### config.mk
export PLATFORM = sky130hd
export DESIGN_NAME = seg_display_arbiter
export DESIGN_NICKNAME = d
export VERILOG_FILES = /design/src/rtl/seg_display_arbiter.sv
export SDC_FILE = /design/constraint.sdc
export NUM_CORES = 1
export LEC_CHECK = 0
export ABC_AREA = 1
export ABC_CLOCK_PERIOD_IN_PS = 2950
export CORE_AREA = 5 5 82 84
export CTS_BUF_LIST = sky130_fd_sc_hd__clkbuf_4 sky130_fd_sc_hd__clkbuf_8
export DETAILED_ROUTE_END_ITERATION = 7
export DIE_AREA = 0 0 87 89
export GPL_ROUTABILITY_DRIVEN = 0
export GPL_TIMING_DRIVEN = 0
export SLEW_MARGIN = 10
export SYNTH_ARGS = -nofsm -noshare
export SYNTH_HDL_FRONTEND = slang
export SYNTH_SLANG_ARGS = --single-unit
### constraint.sdc
create_clock -name clk -period 2.95 [get_ports clk]
set_clock_uncertainty 0.15 [all_clocks]
set_input_delay 0.885 -clock clk [delete_from_list [all_inputs] [get_ports clk]]
set_output_delay 0.885 -clock clk [all_outputs]
set_load 0.01 [all_outputs]
### src/rtl/seg_display_arbiter.sv
// Two-requester arbiter for a 4-digit multiplexed hex display, with a minimum hold time before preemption.
// Optional macro SEG_LZ_BLANK_EN: blank leading-zero digits while a requester owns the display.
module seg_display_arbiter #(
  parameter int HOLD_TICKS = 256
) (
  input  logic        clk,
  input  logic        reset,
  input  logic        scan_tick,
  input  logic        req_a,
  input  logic        req_b,
  input  logic [15:0] data_a,
  input  logic [15:0] data_b,
  output logic        gnt_a,
  output logic        gnt_b,
  output logic [3:0]  sel,
  output logic [3:0]  digit,
  output logic        blank
);

  typedef enum logic [1:0] {IDLE, OWN_A, OWN_B} state_t;

  state_t      r_state;
  state_t      w_next;
  logic [15:0] r_hold_cnt;
  logic        r_last_b;
  logic [1:0]  r_scan;
  logic        r_gnt_a;
  logic        r_gnt_b;
  logic [3:0]  r_sel;
  logic [3:0]  r_digit;
  logic        r_blank;
  logic        w_hold_done;
  logic [15:0] w_owner_data;

  function automatic logic [3:0] nibble_at(input logic [15:0] d, input logic [1:0] idx);
    case (idx)
      2'd0:    nibble_at = d[15:12];
      2'd1:    nibble_at = d[11:8];
      2'd2:    nibble_at = d[7:4];
      default: nibble_at = d[3:0];
    endcase
  endfunction

`ifdef SEG_LZ_BLANK_EN
  // A digit is dark when it and every digit to its left are zero; the last digit always shows.
  function automatic logic lz_blank(input logic [15:0] d, input logic [1:0] idx);
    case (idx)
      2'd0:    lz_blank = (d[15:12] == 4'h0);
      2'd1:    lz_blank = (d[15:8] == 8'h00);
      2'd2:    lz_blank = (d[15:4] == 12'h000);
      default: lz_blank = 1'b0;
    endcase
  endfunction
`endif

  assign w_hold_done  = (r_hold_cnt == 16'(HOLD_TICKS));
  assign w_owner_data = (w_next == OWN_B) ? data_b : data_a;

  always_comb begin
    w_next = r_state;
    case (r_state)
      IDLE: begin
        if (req_a && req_b)  w_next = r_last_b ? OWN_A : OWN_B;
        else if (req_a)      w_next = OWN_A;
        else if (req_b)      w_next = OWN_B;
      end
      OWN_A: begin
        if (!req_a)                     w_next = req_b ? OWN_B : IDLE;
        else if (w_hold_done && req_b)  w_next = OWN_B;
      end
      OWN_B: begin
        if (!req_b)                     w_next = req_a ? OWN_A : IDLE;
        else if (w_hold_done && req_a)  w_next = OWN_A;
      end
      default: w_next = IDLE;
    endcase
  end

  always_ff @(posedge clk or posedge reset) begin
    if (reset) begin
      r_state    <= IDLE;
      r_last_b   <= 1'b1;
      r_hold_cnt <= 16'd0;
      r_scan     <= 2'd0;
      r_gnt_a    <= 1'b0;
      r_gnt_b    <= 1'b0;
      r_sel      <= 4'b0000;
      r_digit    <= 4'h0;
      r_blank    <= 1'b1;
    end else begin
      r_state <= w_next;
      r_gnt_a <= (w_next == OWN_A);
      r_gnt_b <= (w_next == OWN_B);
      if (w_next == OWN_A)      r_last_b <= 1'b0;
      else if (w_next == OWN_B) r_last_b <= 1'b1;
      if (w_next != r_state)
        r_hold_cnt <= 16'd0;
      else if (r_state != IDLE && scan_tick && !w_hold_done)
        r_hold_cnt <= r_hold_cnt + 16'd1;
      if (scan_tick) r_scan <= r_scan + 2'd1;
      // Display outputs follow the incoming owner so a switch never shows stale data.
      if (w_next == IDLE) begin
        r_sel   <= 4'b0000;
        r_digit <= 4'h0;
        r_blank <= 1'b1;
      end else begin
        r_sel   <= 4'b1000 >> r_scan;
        r_digit <= nibble_at(w_owner_data, r_scan);
`ifdef SEG_LZ_BLANK_EN
        r_blank <= lz_blank(w_owner_data, r_scan);
`else
        r_blank <= 1'b0;
`endif
      end
    end
  end

  assign gnt_a = r_gnt_a;
  assign gnt_b = r_gnt_b;
  assign sel   = r_sel;
  assign digit = r_digit;
  assign blank = r_blank;

endmodule

==> results.md, run 1 <==
- CP arrival: 2.50 ns
- Cts bufs inserted: 5
- Cells after synthesis: 263
- Critical path class: input port to register
- Setup TNS: 0 ns
- WL/cell: 12.1 um
- Tot GR Track Use: 0.138
- Synth warn: 0
- Final instance area: 0.00272 mm^2
- Mapped Area: 0.00201 mm^2
- Ant. Diodes: 0
- Initial core utilization: 0.343
- Post-synthesis sequential area ratio: 0.400
- Cell family with most CP delay: compound AO/OA/AOI/OAI gates
- Port bufs: 47
- Longest Clk Path Bufs: 2
- WP depth: 11
- Initial DRC Count: 72
- Syn Nets: 309
- Part of the cycle the worst path needs: 0.843
- DP Area: 0.00257 mm^2
- Vias per cell: 4.68
- Setup crit end kind: register
- CP max-delay cell: o211ai_1
- Unrepaired setup endpoints after global routing: false
- Fmax achieved: 402 MHz
- Area delta synth->final: 35.7%
- Number of synthesized flops with an enable pin: 0
- Yosys reg bits: 32
- Hold/Removal Path Class: register to register
- Max_cap viols: 0
- Ys async rst share: 1.00
- Top FF cell, synth: dfrtp_1
- Leakage: 1.19 nW
- Final layout net count: 364
- Placed wire-length estimate: 3600 um
- Run status: complete, no violations
- Chip width: 87 um
- Crit path cell chain: dlymetal6s2s_1 -> inv_1 -> o211ai_1 -> nand3_1 -> inv_2 -> ha_4 -> clkinvlp_4 -> a21oi_1 -> nand3_1 -> a31oi_1 -> a31oi_1
- H-tree depth: 2
- Worst vdd ir: 0.342 mV
- Fill cell count: 601
- DR pass1 iterations: 4
- Final Setup Violations: 0
- CTS tree: done
- Area of the core: 0.00585 mm^2
- Final WL: 4780 um
- Antenna viol nets, final: 0
- Grt total ovfl: 0
- Reg clk slew, reported paths: 0.07 ns
- Worst-skew pair later-pin latency: 0.29 ns
- CP peak stage delay: 0.23 ns
- Die ar.: 0.00774 mm^2
- CP startpoint kind: input port
- Slew Limit Fails: 0
- Initial antenna violation count: 0
- Final hold viol count: 0
- Fraction of layout cells with a size suffix above 1: 0.138
- Root Driver: clkbuf_8
- Hold Crit Depth: 2
- Sink Count: 32
- Num ports: 48
- Height of the die: 89 um
- Rel. slew slack: 0.563
- Maximum number of pins on one net before global-route repair: 33
- Post-cts hold buffer count: 0
- DRC: 0
- Pwr Density: 782 mW/mm^2
- WP data required: 2.96 ns
- First-pass GRT wire length: 8510 um
- Synth unique cells: 27
- R2R depth: 14
- Worst Tran Pin Value: 0.655 ns
- Vias in the first global route: 1917
- Final worst path period need: 2.49 ns
- DR vias: 1842
- Row count: 28
- Maximum fanout along the worst path: 8
- Bufs and invs on worst path: 4
- Syn_area_per_cell: 7.63 um^2
layout make-up:
| cell class | instances | area (um^2) | area share |
|---|---|---|---|
| Multi-Input combinational cell | 191 | 1050 | 0.386 |
| Sequential cell | 32 | 803 | 0.295 |
| Timing Repair Buffer | 49 | 488 | 0.179 |
| Inverter | 32 | 124 | 0.0455 |
| Tap cell | 75 | 93.8 | 0.0345 |
| Clock buffer | 5 | 68.8 | 0.0253 |
| Buffer | 7 | 52.6 | 0.0193 |
| Clock inverter | 3 | 42.5 | 0.0156 |
cells by family after synthesis:
logic type / count (synthesis) / synth area share
compound gates: 25 / 0.0686
xor+xnor: 9 / 0.0393
fa+ha+maj: 9 / 0.0561
buf+inv: 40 / 0.0879
flops: 32 / 0.400
simple gates: 148 / 0.348
synth_stat cells (3+ instances only):
master | number | area [um^2]
nand4_1 | 9 | 56.3
nor3_1 | 5 | 25.0
dfrtp_1 | 30 | 751
nand3_1 | 22 | 110
nor2_4 | 3 | 33.8
a21oi_1 | 9 | 45.0
a31oi_1 | 8 | 50.1
nand2_1 | 63 | 236
o21ai_0 | 6 | 30.0
ha_1 | 9 | 113
clkbuf_1 | 4 | 15.0
xor2_1 | 8 | 70.1
nor2_2 | 11 | 68.8
nor2_1 | 29 | 109
inv_1 | 30 | 113
tightest hold or removal path, stage by stage (launching register included):
cell,delay (ns)
dfstp_2,0.38
nor2_1,0.10
a21oi_1,0.05
repair_timing:
action                                  CTS  global route
endpoints found under the setup margin    4             4
gates resized for setup                   1             8
pin swaps                                 0             1
setup buffers                             0             2
cells in the final DEF, fill, tap and decap left out, types with 7 or more instances in the layout:
cell              n
clkdlybuf4s50_1  45
dfrtp_1          30
ha_1              7
nor2_1           28
a21oi_1           9
nand4_1           9
nor2_2           12
inv_1            27
nand3_1          21
nand2_1          63
xor2_1            8
a31oi_1           8
worst paths after layout:
path / slack (ns) / end / start
worst max-delay path: 0.46 / digit[1]$_DFF_PP0_ / req_b
worst min-delay path: 0.37 / r_last_b$_DFFE_PP1P_ / r_last_b$_DFFE_PP1P_
worst max register to register: 0.48 / digit[1]$_DFF_PP0_ / r_hold_cnt[0]$_DFFE_PP0P_
worst min register to register: 0.37 / r_last_b$_DFFE_PP1P_ / r_last_b$_DFFE_PP1P_
max in group asynchronous: 1.37 / r_hold_cnt[0]$_DFFE_PP0P_ / reset
min in group asynchronous: 0.85 / r_hold_cnt[4]$_DFFE_PP0P_ / reset
metrics by stage:
stage	std cells	total power [mW]	util	setup WS (ns)	hold slack, ns
after floorplan	263	1.31	-	0.433	0.339
after global placement	385	1.65	0.439	-0.578	0.353
after detailed placement	385	1.66	0.439	-0.597	0.353
after CTS	392	2.11	0.458	0.00354	0.369
after global routing	394	2.32	0.465	0.180	0.382
final	394	2.13	0.465	0.462	0.369
power breakdown:
part           switching [mW]  internal, mW
registers              0.0626         0.552
logic                   0.625         0.459
clock network           0.179         0.250
total                   0.866          1.26
sequential cells by signal, indices dropped and copies added, names as in the netlist:
signal / flops
r_last_b: 1
digit: 4
r_scan: 2
r_state: 2
r_hold_cnt: 16
gnt_b: 1
gnt_a: 1
blank: 1
sel: 4
routing by layer:
metal  GRT usage  wire length [um]  up-vias
li1            -                 -      951
met1       0.165              2060      821
met2       0.226              2130       60
met3      0.0581               480       10
met4      0.0439               108        0
met5           0                 0        -
(Power assumes the default switching activity.)
==> run 2, diff against run 1 <==
Settings changed: ABC_CLOCK_PERIOD_IN_PS 2950 to 2600.
Clock period 2.95 ns to 2.6 ns, I/O delays scaled along.
==> results.md, run 2 (same netlist as run 1, synthesis figures left out) <==
- Worst Tran Pin Value: 0.656 ns
- Initial antenna violation count: 0
- Met1 Track Usage GR: 0.168
- Vias in the first global route: 1974
- Crit. Startpoint: req_b
- Row count: 28
- Port bufs: 47
- Fmax achieved: 402 MHz
- Chip width: 87 um
- Fill cell count: 598
- Setup TNS: 0 ns
- DP Area: 0.00257 mm^2
- Largest Register: r_hold_cnt
- Initial core utilization: 0.343
- Placed wire-length estimate: 3600 um
- # placed instances: 385
- Most frequent cells in the layout: 63 x nand2_1, 45 x clkdlybuf4s50_1, 29 x dfrtp_1, 28 x nor2_1, 27 x inv_1
- Maximum number of pins on one net before global-route repair: 33
- CP startpoint kind: input port
- Setup crit end kind: register
- Cts bufs inserted: 5
- DRC: 0
- Final Setup Violations: 0
- Post-cts hold buffer count: 0
- Critical path class: input port to register
- Fin util: 0.480
- Run status: complete, no violations
- H-tree depth: 2
- Slew Limit Fails: 0
- Ant. Diodes: 0
- M3 GR Usage: 0.0581
- Unrepaired setup endpoints after global routing: true
- Sink Count: 32
- Gr busiest metal: met2
- Worst reg2reg setup slack: 0.23 ns
- Reg clk slew, reported paths: 0.07 ns
- Final WL: 4850 um
- Met2 usage: 0.237
- Antenna viol nets, final: 0
- CTS tree: done
- WP data required: 2.63 ns
- Root Driver: clkbuf_8
- Final worst path period need: 2.49 ns
- RR Endpoint: digit[1]$_DFF_PP0_
- Max_cap viols: 0
- Leakage: 1.23 nW
- Area delta synth->final: 39.8%
- Hold slack: 0.370 ns
- Height of the die: 89 um
- Area of the core: 0.00585 mm^2
- Final hold viol count: 0
- Vias per cell: 4.67
- WL/cell: 12.0 um
- Worst-skew pair later-pin latency: 0.29 ns
- Tot GR Track Use: 0.143
- DR pass1 iterations: 4
- Pwr Density: 897 mW/mm^2
- Initial DRC Count: 59
- Final layout net count: 374
- Part of the cycle the worst path needs: 0.957
- Max reg flops: 16
- Critical path capture point: r_hold_cnt[14]$_DFFE_PP0P_
- Final Instance Count excl. Fillers: 404
- DR vias: 1887
- Final instance area: 0.00281 mm^2
- Hold/Removal Path Class: register to register
- R2R depth: 15
- Num ports: 48
- First-pass GRT wire length: 8820 um
- Grt total ovfl: 0
- Most common cell after layout, fill and taps aside: nand2_1
- Fraction of layout cells with a size suffix above 1: 0.176
- Longest Clk Path Bufs: 2
- Maximum fanout along the worst path: 10
- Worst R2R Start: r_hold_cnt[0]$_DFFE_PP0P_
- Worst vdd ir: 0.415 mV
- CP arrival: 2.52 ns
- Rel. slew slack: 0.562
- Die ar.: 0.00774 mm^2
## run 2: cell count changes in the layout (fill, tap and decap cells not counted), moves of 2 or more
| cell | previous run | this run |
|---|---|---|
| a21oi_2 | 0 | 2 |
| dlymetal6s2s_1 | 2 | 0 |
| buf_4 | 1 | 12 |
| a21oi_1 | 9 | 7 |
| dlygate4sd2_1 | 0 | 2 |
## run 2: critical path, cell delays in order
cell and delay (ns):
dlygate4sd2_1 0.28, inv_1 0.09, o211ai_1 0.14, buf_4 0.17, buf_4 0.12, buf_4 0.12
buf_4 0.12, buf_4 0.11, buf_4 0.12, nand4_1 0.07, nand2_1 0.08, nand2_4 0.12
buf_12 0.16, nor2_2 0.04
## run 2: layout make-up
class,count,area [um^2],area share
Buffer,7,52.6,0.0187
Clock buffer,5,68.8,0.0245
Clock inverter,3,42.5,0.0152
Inverter,32,124,0.0441
Multi-Input combinational cell,191,1060,0.379
Sequential cell,32,805,0.287
Tap cell,75,93.8,0.0334
Timing Repair Buffer,59,558,0.199
## run 2: repair_timing
action                     CTS  global route
pin swaps                    2             0
setup buffers               10             2
gates resized for setup      8             5
setup endpoints to repair    4             4
cloned                       0             0
## run 2: through the flow
stage | power (mW) | setup WS (ns)
after floorplan | 1.48 | 0.188
after global placement | 1.87 | -0.823
final | 2.52 | 0.113
after global routing | 2.74 | -0.00419
after CTS | 2.52 | 0.158
after detailed placement | 1.88 | -0.842
## run 2: where the power goes
group	switching, mW	internal [mW]	leakage [nW]	total [mW]
Sequential	0.0726	0.628	0.422	0.701
Combinational	0.727	0.599	0.751	1.33
Clock	0.206	0.284	0.0541	0.489
Total	1.01	1.51	1.23	2.52
## run 2: worst min path at each step
stage	start	endpoint	slack, ns	depth (start not counted)
floorplan	r_last_b$_DFFE_PP1P_	r_last_b$_DFFE_PP1P_	0.34	2
global placement	r_last_b$_DFFE_PP1P_	r_last_b$_DFFE_PP1P_	0.35	2
detailed placement	r_last_b$_DFFE_PP1P_	r_last_b$_DFFE_PP1P_	0.35	2
CTS	r_last_b$_DFFE_PP1P_	r_last_b$_DFFE_PP1P_	0.37	2
global route	r_last_b$_DFFE_PP1P_	r_last_b$_DFFE_PP1P_	0.39	2
finish	r_last_b$_DFFE_PP1P_	r_last_b$_DFFE_PP1P_	0.37	2
## run 2: per-layer routing
layer / vias up / routed length [um]
met1: 856 / 2090
met5: - / 0
met4: 0 / 59
met3: 6 / 479
met2: 55 / 2230
li1: 970 / -
==> run 3, diff against run 2 <==
Settings changed: PLACE_DENSITY from default to 0.63.
==> results.md, run 3 (same netlist as run 1, synthesis figures left out) <==
- Run status: complete, no violations
- CP arrival: 2.42 ns
- Row count: 28
- Height of the die: 89 um
- Worst Slack Setup Final: 0.186 ns
- Part of the cycle the worst path needs: 0.928
- Root Driver: clkbuf_8
- Register share of total power: 0.267
- DP Area: 0.00257 mm^2
- Setup TNS: 0 ns
- Final WL: 5050 um
- Antenna viol nets, final: 0
- Fmax achieved: 414 MHz
- Maximum fanout along the worst path: 5
- Worst Tran Pin Value: 0.689 ns
- Post-cts hold buffer count: 0
- Rel. slew slack: 0.540
- Pwr Density: 908 mW/mm^2
- Reg clk slew, reported paths: 0.07 ns
- H-tree depth: 2
- Worst vdd ir: 0.412 mV
- Critical path class: input port to register
- Final hold viol count: 0
- First-pass GRT wire length: 8850 um
- DRC: 0
- Top sig layer: met4
- Placed wire-length estimate: 3650 um
- Maximum number of pins on one net before global-route repair: 33
- Net Sw Frac: 0.402
- Hold/Removal Path Class: register to register
- Vias per cell: 4.71
- M1 WL: 2110 um
- Fill cell count: 582
- Final layout net count: 378
- Initial DRC Count: 68
- Ant. Diodes: 0
- Initial core utilization: 0.343
- Largest Register: r_hold_cnt
- Num ports: 48
- Met3 WL: 506 um
- CP startpoint kind: input port
- Slew Limit Fails: 0
- Combinational share of power: 0.543
- Cts bufs inserted: 5
- Grt total ovfl: 0
- Area delta synth->final: 42.0%
- Pre-CTS WS: -0.869 ns
- DR pass1 iterations: 4
- CTS tree: done
- Port bufs: 47
- Sink Count: 32
- Leakage: 1.25 nW
- DR vias: 1923
- DR WL met2: 2340 um
- Chip width: 87 um
- Tot GR Track Use: 0.145
- Cell Int Power: 1.55 mW
- Die ar.: 0.00774 mm^2
- Worst-skew pair later-pin latency: 0.29 ns
- Setup crit end kind: register
- WL/cell: 12.4 um
- Max_cap viols: 0
- Fraction of layout cells with a size suffix above 1: 0.189
- Longest Clk Path Bufs: 2
- Final instance area: 0.00285 mm^2
- Vias in the first global route: 2041
- Final worst path period need: 2.41 ns
- WP data required: 2.61 ns
- Max reg flops: 16
- Hold slack: 0.369 ns
- Area of the core: 0.00585 mm^2
- Sw power: 1.04 mW
- Final Setup Violations: 0
- Fin util: 0.487
- Clock share of power: 0.190
- Most frequent cells in the layout: 63 x nand2_1, 45 x clkdlybuf4s50_1, 29 x dfrtp_1, 28 x nor2_1, 27 x inv_1
- Initial antenna violation count: 0
- Most common cell after layout, fill and taps aside: nand2_1
run 3: cell types whose count changed in the layout (fill, tap and decap cells not counted), sizes merged:
cell           previous run  this run
clkdlybuf4s15             0         1
dlygate4sd2               2         1
buf                      16        20
run 3: path summary, 6_finish.rpt:
kind	to	start	depth (start not counted)	slack, ns
max in group asynchronous	r_hold_cnt[8]$_DFFE_PP0P_	reset	2	1.05
min in group asynchronous	sel[3]$_DFF_PP0_	reset	2	0.77
worst max register to register	digit[3]$_DFF_PP0_	r_hold_cnt[4]$_DFFE_PP0P_	14	0.24
worst max-delay path	digit[3]$_DFF_PP0_	req_a	13	0.19
worst min register to register	r_last_b$_DFFE_PP1P_	r_last_b$_DFFE_PP1P_	2	0.37
worst min-delay path	r_last_b$_DFFE_PP1P_	r_last_b$_DFFE_PP1P_	2	0.37
run 3: worst max-delay path: stages:
cell	delay, ns
dlygate4sd2_1	0.28
inv_1	0.06
nor2_1	0.15
nand2_1	0.07
nand2_1	0.10
nand3_2	0.12
inv_1	0.11
ha_2	0.23
inv_1	0.11
nand2_1	0.08
inv_1	0.09
a31oi_1	0.18
a31oi_1	0.06
run 3: area by class of cell:
class                           instances  area (um^2)  share of cell area
Buffer                                  7         52.6              0.0184
Tap cell                               75         93.8              0.0329
Inverter                               32          124              0.0435
Clock buffer                            5         68.8              0.0242
Timing Repair Buffer                   63          589               0.207
Sequential cell                        32          805               0.282
Multi-Input combinational cell        191         1070               0.377
Clock inverter                          3         42.5              0.0149
run 3: power by group through the flow:
stage	registers [mW]	clock network [mW]	logic, mW
after floorplan	0.732	0	0.751
after global placement	0.704	0	1.16
after detailed placement	0.707	0	1.18
after CTS	0.698	0.508	1.33
after global routing	0.705	0.525	1.57
final	0.690	0.492	1.40
run 3: metrics by stage:
step | total power [mW] | std cells
global route | 2.80 | 408
CTS | 2.54 | 402
finish | 2.59 | 408
detailed placement | 1.89 | 385
floorplan | 1.48 | 263
global placement | 1.87 | 385
run 3: timing repair:
item | CTS | global route
pin swaps | 1 | 4
buffers inserted | 10 | 6
endpoints found under the setup margin | 4 | 4
gates resized for setup | 9 | 7
hold endpoints to repair | 0 | 0
run 3: layer usage:
| metal | GRT usage | up-vias |
|---|---|---|
| met3 | 0.0645 | 10 |
| met5 | 0 | - |
| met2 | 0.246 | 57 |
| li1 | - | 982 |
| met4 | 0.0637 | 0 |
| met1 | 0.158 | 874 |
